## src/rtl/sram_sub_ctrl_if.sv

```systemverilog
// ----------------------------------------------------------------------------
// sram_sub_ctrl_if
//   Bundles every bus signal around the sub-SRAM read controller: the CPU fetch
//   port, the main SRAM read port, the sub-SRAM bank port and the Flash block
//   reader.
//   modport master : the controller's view (drives strobes and CPU responses)
//   modport slave  : the environment's view (CPU, main SRAM, sub SRAM, Flash)
// ----------------------------------------------------------------------------
interface sram_sub_ctrl_if #(
  parameter int ADDR_W    = 32,
  parameter int DATA_W    = 32,
  parameter int LOG_SUB   = 2,
  parameter int LOG_DEPTH = 8
);
  // CPU fetch port
  logic                 cpu_re;
  logic [ADDR_W-1:0]    cpu_raddr;
  logic                 cpu_flush;
  logic                 cpu_ready;
  logic                 cpu_rvalid;
  logic [DATA_W-1:0]    cpu_rdata;
  logic                 cpu_rmiss;
  // main SRAM
  logic                 main_re;
  logic [ADDR_W-1:0]    main_addr;
  logic [DATA_W-1:0]    main_rdata;
  // sub SRAM bank
  logic                 sub_re;
  logic [LOG_SUB-1:0]   sub_sel;
  logic [LOG_DEPTH-1:0] sub_addr;
  logic                 sub_we;
  logic [DATA_W-1:0]    sub_wdata;
  logic [DATA_W-1:0]    sub_rdata;
  // Flash block reader
  logic                 flash_req;
  logic [ADDR_W-1:0]    flash_addr;
  logic                 flash_ack;
  logic                 flash_rvalid;
  logic [DATA_W-1:0]    flash_rdata;

  modport master (
    input  cpu_re, cpu_raddr, cpu_flush,
           main_rdata, sub_rdata,
           flash_ack, flash_rvalid, flash_rdata,
    output cpu_ready, cpu_rvalid, cpu_rdata, cpu_rmiss,
           main_re, main_addr,
           sub_re, sub_sel, sub_addr, sub_we, sub_wdata,
           flash_req, flash_addr
  );

  modport slave (
    output cpu_re, cpu_raddr, cpu_flush,
           main_rdata, sub_rdata,
           flash_ack, flash_rvalid, flash_rdata,
    input  cpu_ready, cpu_rvalid, cpu_rdata, cpu_rmiss,
           main_re, main_addr,
           sub_re, sub_sel, sub_addr, sub_we, sub_wdata,
           flash_req, flash_addr
  );
endinterface

```

## src/rtl/sram_sub_ctrl.sv

```systemverilog
// ----------------------------------------------------------------------------
// sram_sub_ctrl
//   Read controller for the main SRAM plus SUB_NUM sub-SRAM slots. Reads in
//   the main window go straight to main SRAM; all other reads are served from
//   a sub slot caching an aligned SUB_DEPTH-word block. A miss picks a victim
//   with clock (second-chance) replacement, refills it from Flash and replays
//   the lookup.
// Ports
//   clk   : clock
//   grst  : asynchronous active-low reset
//   bus   : sram_sub_ctrl_if.master (CPU, main SRAM, sub SRAM, Flash signals)
//
// state    | meaning
// ---------+--------------------------------------------------------------
// IDLE     | ready for cpu_re / cpu_flush
// LOOKUP   | classify latched address: main read, sub hit or miss
// RESP     | capture main/sub read data, pulse cpu_rvalid
// EVICT    | walk the clock pointer, clearing ref bits until a victim found
// FILL_REQ | hold flash_req with the block base until flash_ack
// FILL     | write each Flash word into the victim slot, then replay lookup
// ----------------------------------------------------------------------------
module sram_sub_ctrl #(
  parameter int                ADDR_W     = 32,
  parameter int                DATA_W     = 32,
  parameter int                SUB_NUM    = 4,
  parameter int                LOG_SUB    = 2,
  parameter int                SUB_DEPTH  = 256,
  parameter int                LOG_DEPTH  = 8,
  parameter logic [ADDR_W-1:0] MAIN_LOWER = 'h0000_0000,
  parameter logic [ADDR_W-1:0] MAIN_UPPER = 'h0000_4000
) (
  input  logic           clk,
  input  logic           grst,
  sram_sub_ctrl_if.master bus
);

  localparam int                 TAG_W     = ADDR_W - LOG_DEPTH;
  localparam logic [ADDR_W-1:0]  MAIN_SPAN = MAIN_UPPER - MAIN_LOWER;
  localparam logic [LOG_DEPTH:0] CNT_LAST  = (LOG_DEPTH+1)'(SUB_DEPTH - 1);

  typedef enum logic [2:0] {
    S_IDLE     = 3'd0,
    S_LOOKUP   = 3'd1,
    S_RESP     = 3'd2,
    S_EVICT    = 3'd3,
    S_FILL_REQ = 3'd4,
    S_FILL     = 3'd5
  } state_t;

  state_t               state_q, state_d;
  logic [ADDR_W-1:0]    addr_q, addr_d;
  logic [SUB_NUM-1:0]   valid_q, valid_d;
  logic [SUB_NUM-1:0]   ref_q, ref_d;
  logic [TAG_W-1:0]     tag_q [SUB_NUM];
  logic [TAG_W-1:0]     tag_d [SUB_NUM];
  logic [LOG_SUB-1:0]   ptr_q, ptr_d;
  logic [LOG_SUB-1:0]   victim_q, victim_d;
  logic [LOG_DEPTH:0]   cnt_q, cnt_d;
  logic                 src_sub_q, src_sub_d;
  logic [DATA_W-1:0]    rdata_q, rdata_d;
  logic                 rvalid_q, rvalid_d;

  logic                 ready_c;
  logic                 main_re_c;
  logic                 sub_re_c;
  logic                 sub_we_c;
  logic [LOG_SUB-1:0]   sub_sel_c;
  logic [LOG_DEPTH-1:0] sub_addr_c;
  logic [DATA_W-1:0]    sub_wdata_c;
  logic                 flash_req_c;
  logic                 rmiss_c;

  logic [TAG_W-1:0]     addr_tag;
  logic [ADDR_W-1:0]    main_off;
  logic                 in_main;
  logic                 hit;
  logic [LOG_SUB-1:0]   hit_idx;

  assign addr_tag = addr_q[ADDR_W-1:LOG_DEPTH];
  // Offset-and-compare also rejects addresses below MAIN_LOWER, which wrap high.
  assign main_off = addr_q - MAIN_LOWER;
  assign in_main  = (main_off < MAIN_SPAN);

  always_comb begin
    hit     = 1'b0;
    hit_idx = '0;
    for (int i = 0; i < SUB_NUM; i++) begin
      if (!hit && valid_q[i] && (tag_q[i] == addr_tag)) begin
        hit     = 1'b1;
        hit_idx = LOG_SUB'(i);
      end
    end
  end

  always_comb begin
    state_d     = state_q;
    addr_d      = addr_q;
    valid_d     = valid_q;
    ref_d       = ref_q;
    tag_d       = tag_q;
    ptr_d       = ptr_q;
    victim_d    = victim_q;
    cnt_d       = cnt_q;
    src_sub_d   = src_sub_q;
    rdata_d     = rdata_q;
    rvalid_d    = 1'b0;
    ready_c     = 1'b0;
    main_re_c   = 1'b0;
    sub_re_c    = 1'b0;
    sub_we_c    = 1'b0;
    sub_sel_c   = '0;
    sub_addr_c  = '0;
    sub_wdata_c = '0;
    flash_req_c = 1'b0;
    rmiss_c     = 1'b0;

    unique case (state_q)
      S_IDLE: begin
        ready_c = 1'b1;
        if (bus.cpu_flush) begin
          valid_d = '0;
          ref_d   = '0;
          ptr_d   = '0;
        end else if (bus.cpu_re) begin
          addr_d  = bus.cpu_raddr;
          state_d = S_LOOKUP;
        end
      end

      S_LOOKUP: begin
        if (in_main) begin
          main_re_c = 1'b1;
          src_sub_d = 1'b0;
          state_d   = S_RESP;
        end else if (hit) begin
          sub_re_c       = 1'b1;
          sub_sel_c      = hit_idx;
          sub_addr_c     = addr_q[LOG_DEPTH-1:0];
          ref_d[hit_idx] = 1'b1;
          src_sub_d      = 1'b1;
          state_d        = S_RESP;
        end else begin
          rmiss_c = 1'b1;
          state_d = S_EVICT;
        end
      end

      S_RESP: begin
        rdata_d  = src_sub_q ? bus.sub_rdata : bus.main_rdata;
        rvalid_d = 1'b1;
        state_d  = S_IDLE;
      end

      S_EVICT: begin
        // Pointer advances on every visit, so a full sweep of set ref bits
        // brings it back to the first (now cleared) slot: at most SUB_NUM+1.
        ptr_d = ptr_q + 1'b1;
        if (valid_q[ptr_q] && ref_q[ptr_q]) begin
          ref_d[ptr_q] = 1'b0;
        end else begin
          victim_d       = ptr_q;
          valid_d[ptr_q] = 1'b0;
          state_d        = S_FILL_REQ;
        end
      end

      S_FILL_REQ: begin
        flash_req_c = 1'b1;
        if (bus.flash_ack) begin
          cnt_d   = '0;
          state_d = S_FILL;
        end
      end

      S_FILL: begin
        if (bus.flash_rvalid) begin
          sub_we_c    = 1'b1;
          sub_sel_c   = victim_q;
          sub_addr_c  = cnt_q[LOG_DEPTH-1:0];
          sub_wdata_c = bus.flash_rdata;
          cnt_d       = cnt_q + 1'b1;
          if (cnt_q == CNT_LAST) begin
            tag_d[victim_q]   = addr_tag;
            valid_d[victim_q] = 1'b1;
            ref_d[victim_q]   = 1'b1;
            state_d           = S_LOOKUP;
          end
        end
      end

      default: state_d = S_IDLE;
    endcase
  end

  always_ff @(posedge clk or negedge grst) begin
    if (!grst) begin
      state_q   <= S_IDLE;
      addr_q    <= '0;
      valid_q   <= '0;
      ref_q     <= '0;
      ptr_q     <= '0;
      victim_q  <= '0;
      cnt_q     <= '0;
      src_sub_q <= 1'b0;
      rdata_q   <= '0;
      rvalid_q  <= 1'b0;
    end else begin
      state_q   <= state_d;
      addr_q    <= addr_d;
      valid_q   <= valid_d;
      ref_q     <= ref_d;
      ptr_q     <= ptr_d;
      victim_q  <= victim_d;
      cnt_q     <= cnt_d;
      src_sub_q <= src_sub_d;
      rdata_q   <= rdata_d;
      rvalid_q  <= rvalid_d;
    end
  end

  // Tags are only meaningful under valid_q, so they need no reset.
  always_ff @(posedge clk) begin
    tag_q <= tag_d;
  end

  // cpu_ready is held low while reset is asserted even though state is IDLE.
  assign bus.cpu_ready  = ready_c & grst;
  assign bus.cpu_rvalid = rvalid_q;
  assign bus.cpu_rdata  = rdata_q;
  assign bus.cpu_rmiss  = rmiss_c;
  assign bus.main_re    = main_re_c;
  assign bus.main_addr  = main_re_c ? main_off : '0;
  assign bus.sub_re     = sub_re_c;
  assign bus.sub_sel    = sub_sel_c;
  assign bus.sub_addr   = sub_addr_c;
  assign bus.sub_we     = sub_we_c;
  assign bus.sub_wdata  = sub_wdata_c;
  assign bus.flash_req  = flash_req_c;
  assign bus.flash_addr = flash_req_c ? {addr_tag, {LOG_DEPTH{1'b0}}} : '0;

endmodule
```

## src/flat_wrapper.sv

```systemverilog
// flat-port wrapper written by rule: the top's interface ports become plain ports
module sram_sub_ctrl_flat 
#(
  parameter int                ADDR_W     = 32,
  parameter int                DATA_W     = 32,
  parameter int                SUB_NUM    = 4,
  parameter int                LOG_SUB    = 2,
  parameter int                SUB_DEPTH  = 256,
  parameter int                LOG_DEPTH  = 8,
  parameter logic [ADDR_W-1:0] MAIN_LOWER = 'h0000_0000,
  parameter logic [ADDR_W-1:0] MAIN_UPPER = 'h0000_4000
)
  (clk, grst, bus_cpu_re, bus_cpu_raddr, bus_cpu_flush, bus_main_rdata, bus_sub_rdata, bus_flash_ack, bus_flash_rvalid, bus_flash_rdata, bus_cpu_ready, bus_cpu_rvalid, bus_cpu_rdata, bus_cpu_rmiss, bus_main_re, bus_main_addr, bus_sub_re, bus_sub_sel, bus_sub_addr, bus_sub_we, bus_sub_wdata, bus_flash_req, bus_flash_addr);
  sram_sub_ctrl_if #(.ADDR_W(ADDR_W), .DATA_W(DATA_W), .LOG_SUB(LOG_SUB), .LOG_DEPTH(LOG_DEPTH)) bus_i ();
  input  logic clk;
  input  logic grst;
  input wire logic [$bits(bus_i.cpu_re)-1:0] bus_cpu_re;
  input wire logic [$bits(bus_i.cpu_raddr)-1:0] bus_cpu_raddr;
  input wire logic [$bits(bus_i.cpu_flush)-1:0] bus_cpu_flush;
  input wire logic [$bits(bus_i.main_rdata)-1:0] bus_main_rdata;
  input wire logic [$bits(bus_i.sub_rdata)-1:0] bus_sub_rdata;
  input wire logic [$bits(bus_i.flash_ack)-1:0] bus_flash_ack;
  input wire logic [$bits(bus_i.flash_rvalid)-1:0] bus_flash_rvalid;
  input wire logic [$bits(bus_i.flash_rdata)-1:0] bus_flash_rdata;
  output wire logic [$bits(bus_i.cpu_ready)-1:0] bus_cpu_ready;
  output wire logic [$bits(bus_i.cpu_rvalid)-1:0] bus_cpu_rvalid;
  output wire logic [$bits(bus_i.cpu_rdata)-1:0] bus_cpu_rdata;
  output wire logic [$bits(bus_i.cpu_rmiss)-1:0] bus_cpu_rmiss;
  output wire logic [$bits(bus_i.main_re)-1:0] bus_main_re;
  output wire logic [$bits(bus_i.main_addr)-1:0] bus_main_addr;
  output wire logic [$bits(bus_i.sub_re)-1:0] bus_sub_re;
  output wire logic [$bits(bus_i.sub_sel)-1:0] bus_sub_sel;
  output wire logic [$bits(bus_i.sub_addr)-1:0] bus_sub_addr;
  output wire logic [$bits(bus_i.sub_we)-1:0] bus_sub_we;
  output wire logic [$bits(bus_i.sub_wdata)-1:0] bus_sub_wdata;
  output wire logic [$bits(bus_i.flash_req)-1:0] bus_flash_req;
  output wire logic [$bits(bus_i.flash_addr)-1:0] bus_flash_addr;
  assign bus_i.cpu_re = bus_cpu_re;
  assign bus_i.cpu_raddr = bus_cpu_raddr;
  assign bus_i.cpu_flush = bus_cpu_flush;
  assign bus_i.main_rdata = bus_main_rdata;
  assign bus_i.sub_rdata = bus_sub_rdata;
  assign bus_i.flash_ack = bus_flash_ack;
  assign bus_i.flash_rvalid = bus_flash_rvalid;
  assign bus_i.flash_rdata = bus_flash_rdata;
  assign bus_cpu_ready = bus_i.cpu_ready;
  assign bus_cpu_rvalid = bus_i.cpu_rvalid;
  assign bus_cpu_rdata = bus_i.cpu_rdata;
  assign bus_cpu_rmiss = bus_i.cpu_rmiss;
  assign bus_main_re = bus_i.main_re;
  assign bus_main_addr = bus_i.main_addr;
  assign bus_sub_re = bus_i.sub_re;
  assign bus_sub_sel = bus_i.sub_sel;
  assign bus_sub_addr = bus_i.sub_addr;
  assign bus_sub_we = bus_i.sub_we;
  assign bus_sub_wdata = bus_i.sub_wdata;
  assign bus_flash_req = bus_i.flash_req;
  assign bus_flash_addr = bus_i.flash_addr;
  sram_sub_ctrl #(.ADDR_W(ADDR_W), .DATA_W(DATA_W), .SUB_NUM(SUB_NUM), .LOG_SUB(LOG_SUB), .SUB_DEPTH(SUB_DEPTH), .LOG_DEPTH(LOG_DEPTH), .MAIN_LOWER(MAIN_LOWER), .MAIN_UPPER(MAIN_UPPER)) u_core (.clk(clk), .grst(grst), .bus(bus_i));
endmodule
```

## config.mk

```make
export PLATFORM = sky130hd
export DESIGN_NAME = sram_sub_ctrl_flat
export DESIGN_NICKNAME = d
export VERILOG_FILES = /design/src/rtl/sram_sub_ctrl_if.sv /design/src/rtl/sram_sub_ctrl.sv /design/src/flat_wrapper.sv
export SDC_FILE = /design/constraint.sdc
export NUM_CORES = 1
export LEC_CHECK = 0
export CAP_MARGIN = 20
export CORE_MARGIN = 5
export CORE_UTILIZATION = 51
export DETAILED_ROUTE_END_ITERATION = 10
export PLACE_DENSITY = 0.95
export SYNTH_ARGS = -nofsm -noshare
export SYNTH_HDL_FRONTEND = slang
export SYNTH_SLANG_ARGS = --single-unit
```

## constraint.sdc

```tcl
create_clock -name clk -period 6.6 [get_ports clk]
set_input_delay 1.32 -clock clk [delete_from_list [all_inputs] [get_ports clk]]
set_output_delay 1.32 -clock clk [all_outputs]
set_load 0.02 [all_outputs]
```

======== Yosys cells after proc, flatten, opt, wreduce, memory -nomap -nowiden ========
Cells that the tools add are included.
Widths: inputs -> output; s select.
word-level totals
  flip-flop bits (word level) ............. 186
  output and inout bits ................... 145
  word-level logic and storage cells ...... 158
cells by class
  add/subtract/negate cells ............... 2
  magnitude comparators ................... 9
  equality and inequality tests ........... 20
  mux-type cells .......................... 73
  bitwise logic cells ..................... 10
  reductions and logical operators ........ 30
operators with widths
  kind                  number
  $mux 32               5
  $bwmux 96             1
  $eq 24x24->1          4
  $demux 24 s2          1
  $mux 4                9
  $lt 32x15->1 const B  1
  $mux 1                26
  $mux 24               1
  $mux 8                3
  $mux 3                7
  $mux 9                2
  $pmux 9 s2            1
  $pmux 4 s4            1
  $pmux 8 s2            1
  $pmux 3 s5            1
  $ne 2x2->1 const B    7
  $logic_and 1x1->1     12
  $mux 2                6
  $or 4x4->4            3
  $pmux 4 s3            1
  $add 9x1->9 const B   1
  $eq 9x8->1 const B    1
  $lt 2x3->1 const B    3
  $reduce_and 3->1      3
  other kinds (25)      43

======== Depth between registers and ports, before layout ========
  depth after elaboration ................. 23
  gate-level depth with buffers ........... 10
  gate-level depth less buffers ........... 10

======== Least setup slack after synthesis ========
No wires, ideal clock.
  path type ............................... input port to output port
  start ................................... input port bus_flash_rvalid
  end ..................................... output port bus_sub_wdata[24]
  arrival ................................. 2.478 ns
  slack ................................... 2.802 ns
  stages on the path ...................... 5
  buffers on the path ..................... 2
  cell sequence ........................... nand2_1 -> inv_1 -> buf_1 -> clkbuf_1 -> and2_1
between the ends
  word-level cells in the longest chain between the ends .. 2
ends and longest elaborated chain
  what         RTL line              RTL
  from (decl)  flat_wrapper.sv:23    input wire logic [$bits(bus_i.flash_rvalid)-1:0] bus_flash_rvalid;
  $mux 32      sram_sub_ctrl.sv:176  if (bus.flash_rvalid) begin
  $mux 32      sram_sub_ctrl.sv:117  unique case (state_q)
  to (decl)    flat_wrapper.sv:35    output wire logic [$bits(bus_i.sub_wdata)-1:0] bus_sub_wdata;
Every way passes these cells.

======== Worst setup path after layout ========
  start ................................... register u_core.addr_q[16]
  end ..................................... output port bus_sub_addr[6]
between the ends
  word-level cells in the longest chain between the ends .. 18
ends and longest elaborated chain
  what                             RTL line              RTL
  from (decl)                      sram_sub_ctrl.sv:51   logic [ADDR_W-1:0] addr_q, addr_d;
  from (signal assigned)           sram_sub_ctrl.sv:209  addr_q <= addr_d;
  $eq 24x24->1                     sram_sub_ctrl.sv:88   if (!hit && valid_q[i] && (tag_q[i] == addr_tag)) begin
  $logic_and 1x1->1                sram_sub_ctrl.sv:88
  $mux 1                           sram_sub_ctrl.sv:88
  $logic_not 1->1                  sram_sub_ctrl.sv:88
  $logic_and 1x1->1 (2 in series)  sram_sub_ctrl.sv:88
  $mux 1                           sram_sub_ctrl.sv:88
  $logic_not 1->1                  sram_sub_ctrl.sv:88
  $logic_and 1x1->1 (2 in series)  sram_sub_ctrl.sv:88
  $mux 1                           sram_sub_ctrl.sv:88
  $logic_not 1->1                  sram_sub_ctrl.sv:88
  $logic_and 1x1->1 (2 in series)  sram_sub_ctrl.sv:88
  $mux 1                           sram_sub_ctrl.sv:88
  $mux 8                           sram_sub_ctrl.sv:135  end else if (hit) begin
  $mux 8 (*)                       sram_sub_ctrl.sv:131  if (in_main) begin
  $pmux 8 s2 (*)                   sram_sub_ctrl.sv:117
  to (decl)                        flat_wrapper.sv:33    output wire logic [$bits(bus_i.sub_addr)-1:0] bus_sub_addr;
Mark *: on every way between the ends. The rest lies on a longest branch, timed or not.

==> flow_summary.ini <==
[logic_synthesis]
yosys-top-cells-area = edfxtp_1 (31%), dfrtp_1 (25%), xnor2_1 (4.6%)
yosys_most_used_dff = edfxtp_1
async_flop_share = 0.4839
yosysTopAreaCell = edfxtp_1
yosysMostFrequentCell = edfxtp_1
avgSynthCellArea_um2 = 11.83
synth-edff-count = 96
ys_seq_area_frac = 0.5600
synth_top_family_by_area = simple AND/OR/NAND/NOR gates
synthCells = 775
netlist.area_leader.share = 0.3144
netlist_area_um2 = 9169
synth_compound_area_frac = 0.06441
ys_seq_elements = 186
ys_types = 54
synth_xor_area_frac = 0.09784
synth-simple-area-share = 0.1378
synthAdderAreaFrac = 0.008188
muxShareOfSynthArea = 0.07669
synth_common_cells = edfxtp_1 (96), dfrtp_1 (90), nor2_1 (57), and2_1 (51), xnor2_1 (48)
yosysWarnings = 0

[timing]
setup_ws_ps = 1420
final.setup.tns_ps = 0
hold_viol_final = 0
fmax_mhz = 193.0
period_needed_ps = 5180
slew_headroom = 0.3653
worst_slew_pin_slew_ps = 949.8
drv_slew = 0
hold_slack_ps = 521.7
setup_viol = 0
rsz0062_at_grt = false
period_share = 0.7849
fin_worst_skew_ps = 9.077

[finish]
final_area_um2 = 12260
multi_input_area_um2 = 3641
n_antenna_cell = 0
fin_util = 0.6872
fin_cells = 1244
drive_gt1_frac = 0.09557
num-fill-cells = 1150
area_delta_synth_final_pct = 33.72
regArea_um2 = 5136
nets = 1142

[clocking]
clk_pin_slew_ps = 70
cts_tree = done
clk_latency_ps = 430
cts_hold_buf = 0
clockBufferDepth = 2
h-tree-depth = 4
ctsRootBufferMaster = clkbuf_16
cts.sinks = 186
cts_buffers = 17
cts_resized = 0
cts_setup_buffers = 0

[detailed_routing]
drc = 0
first_pass_iters = 7
vias_per_cell = 5.480
initialDrtViolationCount = 696
wl_per_cell_um = 20.06
ant_nets = 0
vias = 6817
drt-total-wl_mm = 24.95

[grt]
antenna_found_initial = 0
grt_pass1_wl_mm = 38.32
grt_usage = 0.2413
grt_overflow = 0
grt_max_degree = 66
grt_pass1_vias = 6687

[floorplanning]
die_h_um = 144.1
start_util = 0.5139
ios = 279
coreArea_um2 = 17840
rows = 49
die_x_um = 144.1
dieArea_um2 = 20760

[place]
preCtsSetupSlack_ps = 1480
dp.cells = 1210
io_buffers = 252
placed_area_um2 = 11690
dp_hpwl_mm = 18.13
gp_congestion = 0.8957

[hold_path]
hold_depth = 2
hold_start = u_core.cnt_q[8]$_DFFE_PN0P_
min_path_type = flop to flop
hold_end = u_core.cnt_q[8]$_DFFE_PN0P_

[worst_setup_path]
rr_startpoint = u_core.addr_q[16]$_DFFE_PN0P_
cp-start-kind = flop
worst_r2r_path_depth = 7
cp-end-kind = primary output
rr_endpoint = u_core.ref_q[0]$_DFFE_PN0P_
crit_type = flop to primary output
cp.arrival_ps = 3860
worstPathRequired_ps = 5280
reg2reg_slack_ps = 3750
cp_max_fo = 11

[power_and_ir_drop]
power_density_nw_per_um2 = 193.9
irDropWorstVdd_mv = 0.1790
total_power_mw = 2.377
p_leak_nw = 4.992

[run]
drv_cap = 0

[outcome]
outcome = complete, no violations
logic make-up after synthesis:
family / Yosys count
muxes: 65
and+or+nand+nor: 234
DFF: 186
xor gates and xnor gates: 99
AOI/OAI and AO/OA: 96
other: 1
adders and majority gates: 6
buffers and inverters: 88
state kept, by name (all words and copies together), names as in the netlist:
signal / count
u_core.tag_q: 96
u_core.addr_q: 32
u_core.bus.cpu_rdata: 32
u_core.cnt_q: 9
u_core.ref_q: 4
u_core.valid_q: 4
u_core.state_q: 3
u_core.ptr_q: 2
u_core.victim_q: 2
u_core.bus.cpu_rvalid: 1
u_core.src_sub_q: 1
where the power goes:
| group | internal (mW) | switching (mW) | total [mW] |
|---|---|---|---|
| registers | 1.22 | 0.0178 | 1.24 |
| clock network | 0.510 | 0.425 | 0.935 |
| logic | 0.118 | 0.0847 | 0.202 |
| total | 1.85 | 0.528 | 2.38 |
cell usage in the layout, fill, tap and decap left out, types with 4 or more instances in the layout:
master,synthesis,final
clkdlybuf4s50_1,0,251
edfxtp_1,96,96
dfrtp_1,90,89
nor2_1,57,54
and2_1,51,50
xnor2_1,48,48
xor2_1,47,47
a21oi_1,42,42
nand2_1,33,33
mux2i_1,32,32
mux2_2,32,32
and3_1,26,26
conb_1,1,26
o21ai_0,21,21
nand4_1,19,19
clkbuf_16,0,17
nor4_1,13,13
a22o_1,9,9
inv_1,8,8
buf_4,29,8
nand3_1,6,6
nand2b_1,6,6
ha_1,6,6
nor3_1,6,5
o21a_1,5,5
clkinv_2,0,5
nor2b_1,4,4
xnor2_2,4,4
per-layer routing:
| layer | wire length [um] | global-route usage | part of all wire | up-vias |
|---|---|---|---|---|
| met5 | 0 | 0 | 0 | - |
| met4 | 690 | 0.08226 | 0.028 | 0 |
| met3 | 2239 | 0.06283 | 0.090 | 61 |
| met2 | 12720 | 0.4081 | 0.51 | 375 |
| met1 | 9303 | 0.3027 | 0.37 | 3278 |
| li1 | - | - | - | 3103 |
worst max-delay path, cell delays in order, from the launching register on:
cell and delay, ps:
dfrtp_1 700, xnor2_2 170, nand4_1 120, nor4_1 630, nand4_1 390, and2_4 300
a21oi_4 310, a22o_1 190, clkdlybuf4s50_1 610
area by class of cell:
type,count,share of cell area
Clock buffer,21,0.03837
Clock inverter,11,0.005715
Inverter,9,0.002755
Multi-Input combinational cell,526,0.2970
Sequential cell,186,0.4189
Tap cell,229,0.02337
Timing Repair Buffer,262,0.2139
worst max-delay path by stage:
stage                                  start                end  slack (ps)  cells after the start
2_1_floorplan               bus_flash_rvalid  bus_sub_wdata[24]        2800                      5
3_3_place_gp                bus_flash_rvalid    bus_sub_addr[0]        1660                      5
3_5_place_dp                bus_flash_rvalid    bus_sub_addr[1]        1480                      5
6_report       u_core.addr_q[16]$_DFFE_PN0P_    bus_sub_addr[6]        1420                      8
5_1_grt        u_core.addr_q[16]$_DFFE_PN0P_    bus_sub_addr[1]        1270                      8
4_1_cts        u_core.addr_q[16]$_DFFE_PN0P_    bus_sub_addr[1]        1330                      8
No activity file was read; power rests on OpenSTA's default activity.
